[src/rtl/fmlbrg_datamem_lane.sv]
// One byte lane of the bridge cache data store: 8-bit x 2^depth RAM with a
// registered read address, so a same-edge write is visible on the next read.
module fmlbrg_datamem_lane #(
  parameter int depth = 8
) (
  input  logic             sys_clk,
  input  logic             sys_rst_n,
  input  logic [depth-1:0] a,
  input  logic             we,
  input  logic [7:0]       di,
  output logic [7:0]       dout
);

  logic [7:0]       mem_r [0:(1<<depth)-1];
  logic [depth-1:0] a_r;

  // Array write; left unreset so the lane maps onto block RAM.
  always_ff @(posedge sys_clk) begin
    if (we) begin
      mem_r[a] <= di;
    end
  end

  // Read address capture; reset only steers the read port to word 0.
  always_ff @(posedge sys_clk or negedge sys_rst_n) begin
    if (!sys_rst_n) begin
      a_r <= {depth{1'b0}};
    end else begin
      a_r <= a;
    end
  end

  // Reading through the registered address yields write-first behaviour.
  assign dout = mem_r[a_r];

endmodule

[src/rtl/fmlbrg_datamem.sv]
// Data store of the FML bridge cache: 16-bit words built from two independent
// byte lanes so WISHBONE byte selects merge without read-modify-write.
module fmlbrg_datamem #(
  parameter int depth = 8
) (
  input  logic             sys_clk,
  input  logic             sys_rst_n,
  input  logic [depth-1:0] a,
  input  logic [1:0]       we,
  input  logic [15:0]      di,
  output logic [15:0]      dout
);

  logic [7:0] lane0_do_s;
  logic [7:0] lane1_do_s;

  fmlbrg_datamem_lane #(.depth(depth)) u_lane0 (
    .sys_clk   (sys_clk),
    .sys_rst_n (sys_rst_n),
    .a         (a),
    .we        (we[0]),
    .di        (di[7:0]),
    .dout      (lane0_do_s)
  );

  fmlbrg_datamem_lane #(.depth(depth)) u_lane1 (
    .sys_clk   (sys_clk),
    .sys_rst_n (sys_rst_n),
    .a         (a),
    .we        (we[1]),
    .di        (di[15:8]),
    .dout      (lane1_do_s)
  );

  assign dout = {lane1_do_s, lane0_do_s};

endmodule

[config.mk]
export PLATFORM = sky130hd
export DESIGN_NAME = fmlbrg_datamem
export DESIGN_NICKNAME = d
export VERILOG_FILES = /design/src/rtl/fmlbrg_datamem_lane.sv /design/src/rtl/fmlbrg_datamem.sv
export SDC_FILE = /design/constraint.sdc
export NUM_CORES = 2
export LEC_CHECK = 0
export ABC_AREA = 0
export BUFFER_PORTS_ARGS = -buffer_cell sky130_fd_sc_hd__clkbuf_2
export CELL_PAD_IN_SITES_DETAIL_PLACEMENT = 0
export CELL_PAD_IN_SITES_GLOBAL_PLACEMENT = 2
export CORE_AREA = 2 2 747 749
export CTS_CLUSTER_SIZE = 10
export DETAILED_ROUTE_END_ITERATION = 7
export DIE_AREA = 0 0 749 751
export PLACE_DENSITY_LB_ADDON = 0.3
export SYNTH_ARGS = -nofsm -noshare
export SYNTH_HDL_FRONTEND = slang
export SYNTH_SLANG_ARGS = --single-unit
[constraint.sdc]
create_clock -name sys_clk -period 8.45 [get_ports sys_clk]
set_input_delay 1.69 -clock sys_clk [delete_from_list [all_inputs] [get_ports sys_clk]]
set_output_delay 1.69 -clock sys_clk [all_outputs]
set_load 0.02 [all_outputs]
==> results.toml <==
[placed_design]
hpwlAfterDp_mm = 280
portBuffers = 43
dp_slack_ns = 1.50
gp_congestion = 0.796

[floorplan]
die_w_um = 749
die_h_um = 751
ios = 44
start_util = 0.289
rows = 274
die_area_sq_mm = 0.562
core_area_sq_mm = 0.555

[yosys]
synth-edff-count = 4096
synth-seq-cells = 4104
synthFlopType = "edfxtp_1"
synth.most_common_cell = "edfxtp_1"
syn_area_sq_mm = 0.160
ys_seq_area_frac = 0.768
syn_nets = 7735
yosysTopAreaCell = "edfxtp_1"
synth_top_area_frac = 0.767
async_flop_share = 0.00195
synth.distinct_cells = 61
ys_top_cells_by_count = "edfxtp_1 (4096), mux4_2 (851), nor2_1 (617)"
avgSynthCellArea_sq_um = 20.8
netlist_instances = 7707
yosysWarningCount = 0
synth_area_leaders = "edfxtp_1 (77%), mux4_2 (12%), mux2i_1 (2.9%)"

[cells_and_area]
areaGrowthSynthToFinish_pct = 13.3
drive_gt1_frac = 0.215
seqCellArea_sq_mm = 0.123
multi_input_area_sq_mm = 0.0345
fillers = 52199
fin_nets = 7929

[clock_tree]
numClockSinks = 4104
postCtsSetupBuffers = 0
cts.htree.levels = 5
root_buffer = "clkbuf_16"
cts.repair.resized = 0
cts_buffer_depth = 4
clkTransAtPathRegs_ns = 0.06
cts_tree = "built"
ctsHoldBuffers = 0
cts_buffers = 461

[power]
p_int_uw = 33000
p_per_area_mw_per_mm2 = 233
power_frac_comb = 0.053
vdd_drop_max_v = 0.000179
p_seq_frac = 0.532
p_total_uw = 42200
power_frac_clock = 0.415
p_sw_uw = 9200
swShare = 0.218
power_leakage_uw = 0.0552

[detailed_routing]
drtIter0Drc = 7759
ant_nets = 0
routed_via_density = 5.08
dr.pass1.iters = 5
wl_mm = 465
num_vias = 77994
drc = 0
wl_per_cell_um = 30.3

[global_routing]
grt.total_usage = 0.161
grt_pass1_wl_mm = 647
overflow = 0
antenna_found_initial = 32
grt_max_degree = 179
grt_pass1_vias = 79767

[sta]
worst_pin_slew_ns = 1.55
setup_viol = 0
fin_crit_ns = 8.11
max_clock_freq_mhz = 123
hold_viol_final = 0
rsz0062_at_grt = "no"
post-route-period-util = 0.960
finalSetupTns_ns = 0
setup_slack_ns = 0.339
relSlewSlack = -0.0360
slew_viol_final = 1

[setup_path]
crit_path_end_kind = "output pin"
arrival_ns = 6.42
crit_type = "reg -> out"
crit_path_max_fanout = 36
setup.worst_path.start_class = "flip-flop"
required_ns = 6.76

[run_status]
violations = "max-slew violations"
outcome = "finished with violations"

[min_path]
hold_path.class = "in -> async"

[run]
maxCapViolations = 0
[layout by cell type, fill, tap and decap left out, types with 12 or more instances in the layout]
cell type,synthesis,final
mux4_2,851,851
clkinv_1,0,12
buf_4,52,145
o22ai_1,129,129
buf_8,20,17
a22o_1,19,19
mux2i_1,468,468
a221oi_1,49,49
o221ai_1,170,170
and2_1,26,25
nand2_1,140,131
clkbuf_2,0,27
diode_2,0,15
o21ai_0,51,51
clkbuf_16,0,468
nor2_1,617,612
a31oi_1,24,24
nor4_1,28,22
a211oi_1,60,56
a21oi_1,77,77
clkbuf_1,235,80
buf_12,13,40
edfxtp_1,4096,4096
mux2_2,88,88
a22oi_1,39,39
nand4_1,16,16
nor3_1,132,130
[cell type report]
type,instances,share of cell area
flip-flops and latches,4104,0.678
multi-input cells,3103,0.190
clock buffers,548,0.0661
well taps,7314,0.0504
repair buffers,229,0.0126
clock inverters,39,0.00236
diodes,15,0.000207
inverters,2,0.000110
[power by group through the flow]
| stage | Clock (uW) | Combinational (uW) | Sequential, uW |
|---|---|---|---|
| 3_5_place_dp | 0 | 2280 | 22900 |
| 4_1_cts | 17900 | 2280 | 22500 |
| 2_1_floorplan | 0 | 1150 | 22900 |
| 3_3_place_gp | 0 | 2250 | 22900 |
| 6_report | 17500 | 2230 | 22500 |
| 5_1_grt | 18600 | 2350 | 22500 |
[kinds of logic after synthesis]
group	Yosys count	share of synthesized area
buffers and inverters	500	0.0184
AO/OA/AOI/OAI	675	0.0309
flip-flops	4104	0.768
multiplexers	1407	0.155
AND/OR/NAND/NOR	1021	0.0272
[worst max-delay path by stage]
stage / startpoint / end / slack, ns / cells past startpoint
2_1_floorplan: u_lane1.a_r[1] / dout[7] / 3.95 / 11
3_3_place_gp: u_lane1.a_r[1] / dout[9] / 1.04 / 9
5_1_grt: u_lane1.a_r[1] / dout[14] / 0.27 / 9
3_5_place_dp: u_lane1.a_r[1] / dout[14] / 1.50 / 9
6_report: u_lane1.a_r[1] / dout[14] / 0.34 / 9
4_1_cts: u_lane1.a_r[1] / dout[14] / 0.34 / 9
[worst max-delay path: stages (launching register included)]
cell and delay [ns]:
dfrtp_4 0.93, nand2b_4 0.65, buf_4 0.52, o22ai_1 0.29
nor2_1 0.08, a22o_1 0.31, nor4_1 0.87, nand4_1 0.55
nor4_2 0.66, clkbuf_2 0.43
[routing by layer]
layer / wire length (um) / global-route usage / up-vias / share of wire
met4: 10700 / 0.0369 / 10 / 0.023
met3: 25500 / 0.0264 / 553 / 0.055
li1: - / - / 32438 / -
met1: 203000 / 0.223 / 42637 / 0.44
met2: 225000 / 0.266 / 2356 / 0.48
met5: 107 / 0 / - / 0.00023
[metrics by stage]
stage | std cells | util | cell area, sq um | hold slack, ns
2_1_floorplan | 7707 | - | 160000 | 1.39
5_1_grt | 15344 | 0.327 | 182000 | 0.474
3_5_place_dp | 14752 | 0.305 | 169000 | 1.57
6_report | 15354 | 0.327 | 182000 | 0.510
4_1_cts | 15339 | 0.327 | 182000 | 0.443
3_3_place_gp | 14749 | 0.305 | 169000 | 1.57
[registers in the layout (all words and copies together) (netlist names)]
register       count
u_lane0.mem_r   2048
u_lane1.a_r        8
u_lane1.mem_r   2048
Note: power is estimated with default switching activity, not from simulation.
